`src/rtl/wb_queue.sv`:
```
// wb_queue: writeback queue draining into the register file write port, with operand forwarding.
// Define WBQ_COALESCE_EN to merge a push into the youngest entry when its destination matches.
module wb_queue #(
    parameter int DEPTH = 4,
    localparam int PTR_W = $clog2(DEPTH)
) (
    input  logic             clock,
    input  logic             reset,
    input  logic             push_valid,
    output logic             push_ready,
    input  logic [4:0]       push_uop,
    input  logic [3:0]       push_sel,
    input  logic [31:0]      push_data,
    input  logic [3:0]       push_flags,
    input  logic             drain_hold,
    output logic             rf_not_enable,
    output logic [4:0]       rf_uop,
    output logic [3:0]       rf_sel_in,
    output logic [31:0]      rf_in_reg,
    output logic [3:0]       rf_in_flags,
    input  logic [3:0]       look_sel_p0,
    input  logic [3:0]       look_sel_p1,
    output logic             hit_p0,
    output logic             hit_p1,
    output logic [31:0]      fwd_p0,
    output logic [31:0]      fwd_p1,
    output logic             flags_hit,
    output logic [3:0]       fwd_flags,
    output logic             pc_write_err,
    output logic [PTR_W:0]   count,
    output logic             empty
);
    localparam logic [PTR_W:0] FULL = (PTR_W+1)'(DEPTH);

    logic [3:0]       sel_q   [DEPTH];
    logic [31:0]      data_q  [DEPTH];
    logic [3:0]       flags_q [DEPTH];
    logic [4:0]       uop_q   [DEPTH];
    logic [PTR_W-1:0] head, tail, tail_m1, wr_idx, idx;
    logic             fire, discard, store, coalesce, alloc, pop;

    assign tail_m1       = tail - PTR_W'(1);
    assign empty         = reset | (count == '0);
    assign flags_hit     = !empty;
    assign rf_not_enable = empty | drain_hold;
    assign pop           = !rf_not_enable;
    assign rf_uop        = uop_q[head];
    assign rf_sel_in     = sel_q[head];
    assign rf_in_reg     = data_q[head];
    assign rf_in_flags   = flags_q[head];
    assign fwd_flags     = empty ? 4'd0 : flags_q[tail_m1];
    assign fire          = push_valid & push_ready;
    // NOP/CMP/STR produce no register result
    assign discard       = (push_uop == 5'd0) | (push_uop == 5'd5) | (push_uop == 5'd9);
    assign store         = fire & !discard & (push_sel != 4'd15);
`ifdef WBQ_COALESCE_EN
    logic match;
    assign match      = !empty & (sel_q[tail_m1] == push_sel);
    assign push_ready = !reset & ((count < FULL) | match);
    // a lone head leaving this cycle cannot absorb the push
    assign coalesce   = store & match & !((count == (PTR_W+1)'(1)) & pop);
`else
    assign push_ready = !reset & (count < FULL);
    assign coalesce   = 1'b0;
`endif
    assign alloc  = store & !coalesce;
    assign wr_idx = coalesce ? tail_m1 : tail;

    always_ff @(posedge clock) begin
        if (reset) begin
            head         <= '0;
            tail         <= '0;
            count        <= '0;
            pc_write_err <= 1'b0;
        end else begin
            head         <= pop ? head + PTR_W'(1) : head;
            tail         <= alloc ? tail + PTR_W'(1) : tail;
            count        <= count + (PTR_W+1)'(alloc) - (PTR_W+1)'(pop);
            pc_write_err <= fire & !discard & (push_sel == 4'd15);
        end
    end

    always_ff @(posedge clock) begin
        if (store) begin
            sel_q[wr_idx]   <= push_sel;
            data_q[wr_idx]  <= push_data;
            flags_q[wr_idx] <= push_flags;
            uop_q[wr_idx]   <= push_uop;
        end
    end

    // walk oldest to youngest so the youngest match wins
    always_comb begin
        hit_p0 = 1'b0;
        hit_p1 = 1'b0;
        fwd_p0 = '0;
        fwd_p1 = '0;
        idx    = head;
        for (int i = 0; i < DEPTH; i++) begin
            idx = head + PTR_W'(i);
            if (!reset && ((PTR_W+1)'(i) < count)) begin
                if (sel_q[idx] == look_sel_p0) begin
                    hit_p0 = 1'b1;
                    fwd_p0 = data_q[idx];
                end
                if (sel_q[idx] == look_sel_p1) begin
                    hit_p1 = 1'b1;
                    fwd_p1 = data_q[idx];
                end
            end
        end
    end
endmodule

```
`config.mk`:
```
export PLATFORM = sky130hd
export DESIGN_NAME = wb_queue
export DESIGN_NICKNAME = d
export VERILOG_FILES = /design/src/rtl/wb_queue.sv
export SDC_FILE = /design/constraint.sdc
export NUM_CORES = 1
export LEC_CHECK = 0
export CORE_MARGIN = 10
export CORE_UTILIZATION = 50
export DETAILED_ROUTE_END_ITERATION = 7
export PLACE_DENSITY = 0.74
export SYNTH_ARGS = -nofsm -noshare
export SYNTH_HDL_FRONTEND = slang
export SYNTH_SLANG_ARGS = --single-unit
```
`constraint.sdc`:
```
create_clock -name clock -period 8.7 [get_ports clock]
set_input_delay 1.74 -clock clock [delete_from_list [all_inputs] [get_ports clock]]
set_output_delay 1.74 -clock clock [all_outputs]
set_load 0.02 [all_outputs]
```
======== After elaboration in Yosys (flattened, before gate mapping) ========
Memories as Yosys holds them, arrays and structs flattened. A register that Yosys moved wholly into a read port is not among the register bits.
Cells that the tools add are included.
word-level totals
  register bits ........................... 8
  bits in writable memories ............... 180
  output and inout bits ................... 123
  memories ................................ 4
cells by class
  add/subtract/negate cells ............... 7
  order comparisons ....................... 5
  eq/ne operators ......................... 12
  multiplexer cells ....................... 43
  bitwise operators ....................... 9
  reductions and logical operators ........ 10
memory list
  memory   words  width  rd ports  clocked after memory_dff  wr ports  line  source
  data_q   4      32     4         1                         1         36    logic [31:0] data_q [DEPTH];
  uop_q    4      5      1         1                         1         38    logic [4:0] uop_q [DEPTH];
  flags_q  4      4      2         1                         1         37    logic [3:0] flags_q [DEPTH];
  sel_q    4      4      4         1                         1         35    logic [3:0] sel_q [DEPTH];
operator list
  cell                                                                         number
  32-bit 2-to-1 mux                                                            16
  4-bit equality test                                                          8
  1-bit 2-to-1 mux                                                             18
  2-bit 2-to-1 mux                                                             8
  1-bit by 3-bit less-than comparator with 1-bit output, first input constant  2
  2-bit by 3-bit less-than comparator with 1-bit output, first input constant  2
  1-bit bitwise AND                                                            5
  5-bit by 3-bit equality test with 1-bit output, second input constant        1
  5-bit by 4-bit equality test with 1-bit output, second input constant        1
  5-bit zero test                                                              1
  2-bit by 1-bit adder with 2-bit output, second input constant                2
  2-bit adder, second input constant                                           2
  4-bit equality test, second input constant                                   1
  1-bit logical AND                                                            4
  1-bit zero test                                                              4
  4-bit 2-to-1 mux                                                             1
  4-bit inequality test, second input constant                                 1
  1-bit bitwise OR                                                             4
  3-bit by 1-bit adder with 3-bit output                                       1
  3-bit zero test                                                              1
  3-bit less-than comparator, second input constant                            1
  3-bit by 1-bit subtractor with 3-bit output                                  1
  2-bit by 1-bit subtractor with 2-bit output, second input constant           1

======== Depth between registers and ports, before layout ========
  word-level depth ........................ 9
  gate-level depth with buffers ........... 12
  gate-level depth less buffers ........... 11

======== Least setup slack after synthesis ========
OpenSTA, ideal clock, no wires.
  kind .................................... in2out
  from .................................... in reset
  to ...................................... out fwd_p0[10]
  data arrival time ....................... 3654 ps
  required time ........................... 6960 ps
  slack ................................... 3306 ps
  stages on the path ...................... 9
  path through ............................ clkbuf_1 or2_2 buf_1 a21oi_1 nand2_1 nor3_1 clkbuf_1 a221oi_1 o22ai_1
on the way
  longest elaborated chain between the ends .. 9
  elaborated cells on any way between the ends .. 12
RTL lines
  item                 line  source
  start: declaration   8     input logic reset,
  1-bit zero test *    101   if (!reset && ((PTR_W+1)'(i) < count)) begin
  1-bit logical AND    101
  32-bit 2-to-1 mux    101
  32-bit 2-to-1 mux    102   if (sel_q[idx] == look_sel_p0) begin
  32-bit 2-to-1 mux    101
  32-bit 2-to-1 mux    102
  32-bit 2-to-1 mux    101
  32-bit 2-to-1 mux    102
  32-bit 2-to-1 mux *  101
  end: declaration     25    output logic [31:0] fwd_p0,
Mark *: on every way between the ends. The rest lies on a longest branch, timed or not.

======== Worst setup path in the final report ========
  from .................................... in reset
  to ...................................... out fwd_p0[8]
Same word-level chain as after synthesis.

==> run summary <==
The die boundary width is 173 um. The worst setup path is launched from a primary input. Setup repair after global routing left no endpoint under its margin. The tools report the total of fill cells in the finished design as 1,782.

TritonCTS built the clock tree. For the pin count of the biggest net entering global routing, the log shows 66. For the overall power after layout, the log shows 2.74 mW.

Total CTS buffers: 17. The largest stage delay on the critical path works out to 0.89 ns. Library cell contributing the largest single delay on the critical path: or3_1. Of all nets on the critical path, the largest fanout is 33. The post-synthesis compound-gate area fraction is 16.6%.

Dividing total power by cell area gives a power density of 191 nW/um^2. The core region is 22,800 sq um. The final count of pins violating max slew is 0, and the final period utilization is 84.6%. The count of final setup violators is 0. Die height: 173 um. The total detailed-routing wirelength was 34,200 um. The logs give 173 uV for the maximum vdd drop and 0.0110 ns for the worst clock skew on the final layout.

By area, the combinational part of the netlist is dominated by multiplexers. For the pin with the worst max-slew slack, the measured transition is 1.16 ns. The analysis attributes to net switching a power of 0.899 mW. The longest clock path from root to sink contains 2 buffers. For the total global routing overflow, the log shows 0. In the post-synthesis netlist, the biggest area contributors are edfxtp_1, mux4_2, o21ai_0.

The share of synthesized area in the top cell type comes to 46.1%. The number of levels in the clock H-tree came out at 4. Buffers inserted to repair hold after CTS numbered 0. Post-cts repair resize count: 0. The tools report the portion of the post-synthesis area used by sequential elements as 47.8%. CTS placed an instance of clkbuf_16 at the clock tree root.

Compared with the post-synthesis result, the final layout area differs by 22.2%. The flip-flop and latch count after synthesis is 190. The clock reaches the later pin of the worst-skew pair after 0.43 ns.

The tool flagged a number of max-cap violations equal to 0. Walking the worst path, the cells encountered are clkdlybuf4s50_1, buf_4, or2_2, a21oi_1, nand2_1, or3_1, buf_4, o21ai_0, o22ai_1, clkdlybuf4s50_1. The remaining design rule violation count was 0; the number of instances in the synthesized netlist was 876. The tools report the share of total power in the clock network as 28.5%. The post-synth design cell area is 11,700 sq um, and the net switching share of the total power is 32.8%. For the combinational share of power, the log shows 31.5%. The number of hold-slack violations in the final timing report came out at 0.

The path type of the worst min-delay path was flip-flop to flip-flop. The required time at the worst-slack endpoint was 6.96 ns. After legalization and detailed placement, the total HPWL measured 22,100 um. The XOR/XNOR share of the synthesized area is 2.61%.

The detailed router finished its first iteration with 923 violations. After detailed routing, the average wire length per cell comes to 25.7 um. Of the post-synthesis cell area, the part taken by muxes is 23.9%. In this run the static leakage power is 4.31 nW. The via total after detailed routing is 8,947, and the first-pass iteration count of the detailed router is 6. The number of different library cells used by synthesis comes to 39.

Counting I/O delays and the setup requirement, the final critical path takes 7.36 ns. After clock tree synthesis, the clock-pin slew on the worst setup and hold paths is 0.08 ns. Of the total synthesized cell area, the portion taken by AND, OR, NAND and NOR gates is 4.58%. At the worst endpoint, the arrival time is 5.62 ns.

The run gives 40.1% as the sequential share of power. The count of buffers added by post-CTS timing repair for setup was 0; the fraction of layout cells with a size suffix above 1 was 21.9%. The biggest area contributor in the post-synthesis netlist is edfxtp_1.

The first global-routing pass estimated 53,400 um of wire. The port buffer count came out at 179. The mean area per synthesized cell is 13.4 sq um, and the number of top-level pins is 180.

The run finished with clean final reports. The number of antenna violations at the first check in global routing came out at 1. The tools report the total of warnings raised by yosys as 0. The number of placement rows was 55; the worst max-slew margin expressed relative to the limit was 22.4%. The final setup TNS was 0 ns. The tools report the via count of the first global-routing pass as 9,037. Global routing used 22.4% of the available tracks across all layers. The count of nets left with antenna violations after detail routing was 0; the internal power summed over all cells was 1.84 mW. The logs give 51.3% for the initial standard-cell utilization of the core and 0.841 for the placer congestion estimate. Highest clock rate: 136 MHz. For the number of clock sinks, the log shows 190. The floorplan step defined a die boundary enclosing 30,000 sq um. The setup path with the least slack is of type primary input to primary output. The post-synthesis adder-cell area fraction was 1.02%. When the netlist entered floorplanning its net count stood at 942. The critical path endpoint category is a primary output. Number of nets in the final layout: 1,070. The number of vias per cell is 6.72.
final timing paths:
path / startpoint / endpoint / slack, ns / cells past startpoint
max: reset / fwd_p0[8] / 1.34 / 10
max reg2reg: count[2] / data_q[3][22] / 5.92 / 5
min reg2reg: tail[1] / tail[1] / 0.59 / 2
min: tail[1] / tail[1] / 0.59 / 2
per-layer routing:
layer  vias up  share of wire [%]  track usage [%]
met3        62                8.7             5.60
met4         0                2.6             8.48
met1      4523                 40             28.3
met2       486                 49             36.5
li1       3876                  -                -
met5         -                  0                0
final cells by class:
| class | count | area (sq um) | area share (%) |
|---|---|---|---|
| timing repair buffer | 198 | 1930 | 13.5 |
| clock buffer | 17 | 425 | 2.97 |
| sequential | 190 | 5620 | 39.2 |
| tap | 313 | 392 | 2.73 |
| clock inverter | 15 | 178 | 1.24 |
| antenna | 1 | 2.50 | 0.0175 |
| multi-input combinational | 586 | 5750 | 40.1 |
| inverter | 11 | 41.3 | 0.288 |
cell usage after synthesis:
library cell	n
a211oi_1	35
a211oi_2	1
a21oi_1	3
a221oi_1	32
a221oi_2	30
a31o_2	1
and2_1	6
and3_1	2
buf_1	11
buf_2	25
buf_6	1
clkbuf_1	52
dfxtp_1	10
edfxtp_1	180
fa_1	1
ha_1	8
inv_1	11
mux2_2	34
mux2i_1	37
mux4_2	91
nand2_1	37
nand3_1	3
nand3b_1	1
nand4_1	3
nor2_1	45
nor2b_1	8
nor3_1	1
nor3b_1	2
nor4_1	2
nor4_4	2
o2111ai_1	2
o21a_1	1
o21ai_0	96
o22ai_1	64
o311ai_0	1
or2_2	1
or3_1	1
xnor2_1	16
xor2_1	19
sequential cells by signal, summed over array words and instances, names as in the netlist, named ones only:
| signal | flops |
|---|---|
| count | 3 |
| data_q | 128 |
| flags_q | 16 |
| head | 2 |
| pc_write_err | 1 |
| sel_q | 16 |
| tail | 2 |
| uop_q | 20 |
cells in the final DEF, fill, tap and decap left out, types with 10 or more instances in the layout:
master	instances
mux2_2	34
o21ai_0	96
a211oi_1	34
clkbuf_16	17
nor2_1	45
xnor2_1	16
edfxtp_1	180
mux2i_1	37
clkdlybuf4s50_1	179
a221oi_2	30
mux4_2	91
inv_1	10
a221oi_1	32
nand2_1	37
buf_4	19
xor2_1	19
o22ai_1	64
worst max-delay path, delay by kind of cell:
kind	cells	cell delay (ns)
AND/OR/NAND/NOR	3	1.76
AO/OA/AOI/OAI	3	0.45
buffers and inverters	4	1.65
logic make-up (layout without fill, tap and decap cells):
| kind of cell | Yosys count | after routing |
|---|---|---|
| xor gates and xnor gates | 35 | 35 |
| buffers and inverters | 100 | 241 |
| other | 0 | 1 |
| adders and majority gates | 9 | 9 |
| muxes | 162 | 162 |
| and+or+nand+nor | 114 | 114 |
| AOI/OAI and AO/OA | 266 | 266 |
| DFF | 190 | 190 |
power groups by stage:
stage	Combinational, mW	Sequential [mW]	Clock, mW
6_report	0.863	1.10	0.780
5_1_grt	0.917	1.11	0.831
4_1_cts	0.861	1.10	0.793
3_5_place_dp	0.856	1.12	0
3_3_place_gp	0.851	1.12	0
2_1_floorplan	0.578	1.08	0
through the flow:
step                hold WS, ns  cells  utilization (%)  worst slack (ns)  instance area (sq um)
global route              0.602   1331             62.8              1.12                  14300
CTS                       0.569   1330             62.7              1.45                  14300
global placement          0.556   1298             60.1              1.51                  13700
floorplan                 0.514    876                -              3.31                  11700
finish                    0.585   1331             62.8              1.34                  14300
detailed placement        0.553   1298             60.1              1.45                  13700
No activity file was read; power rests on OpenSTA's default activity.
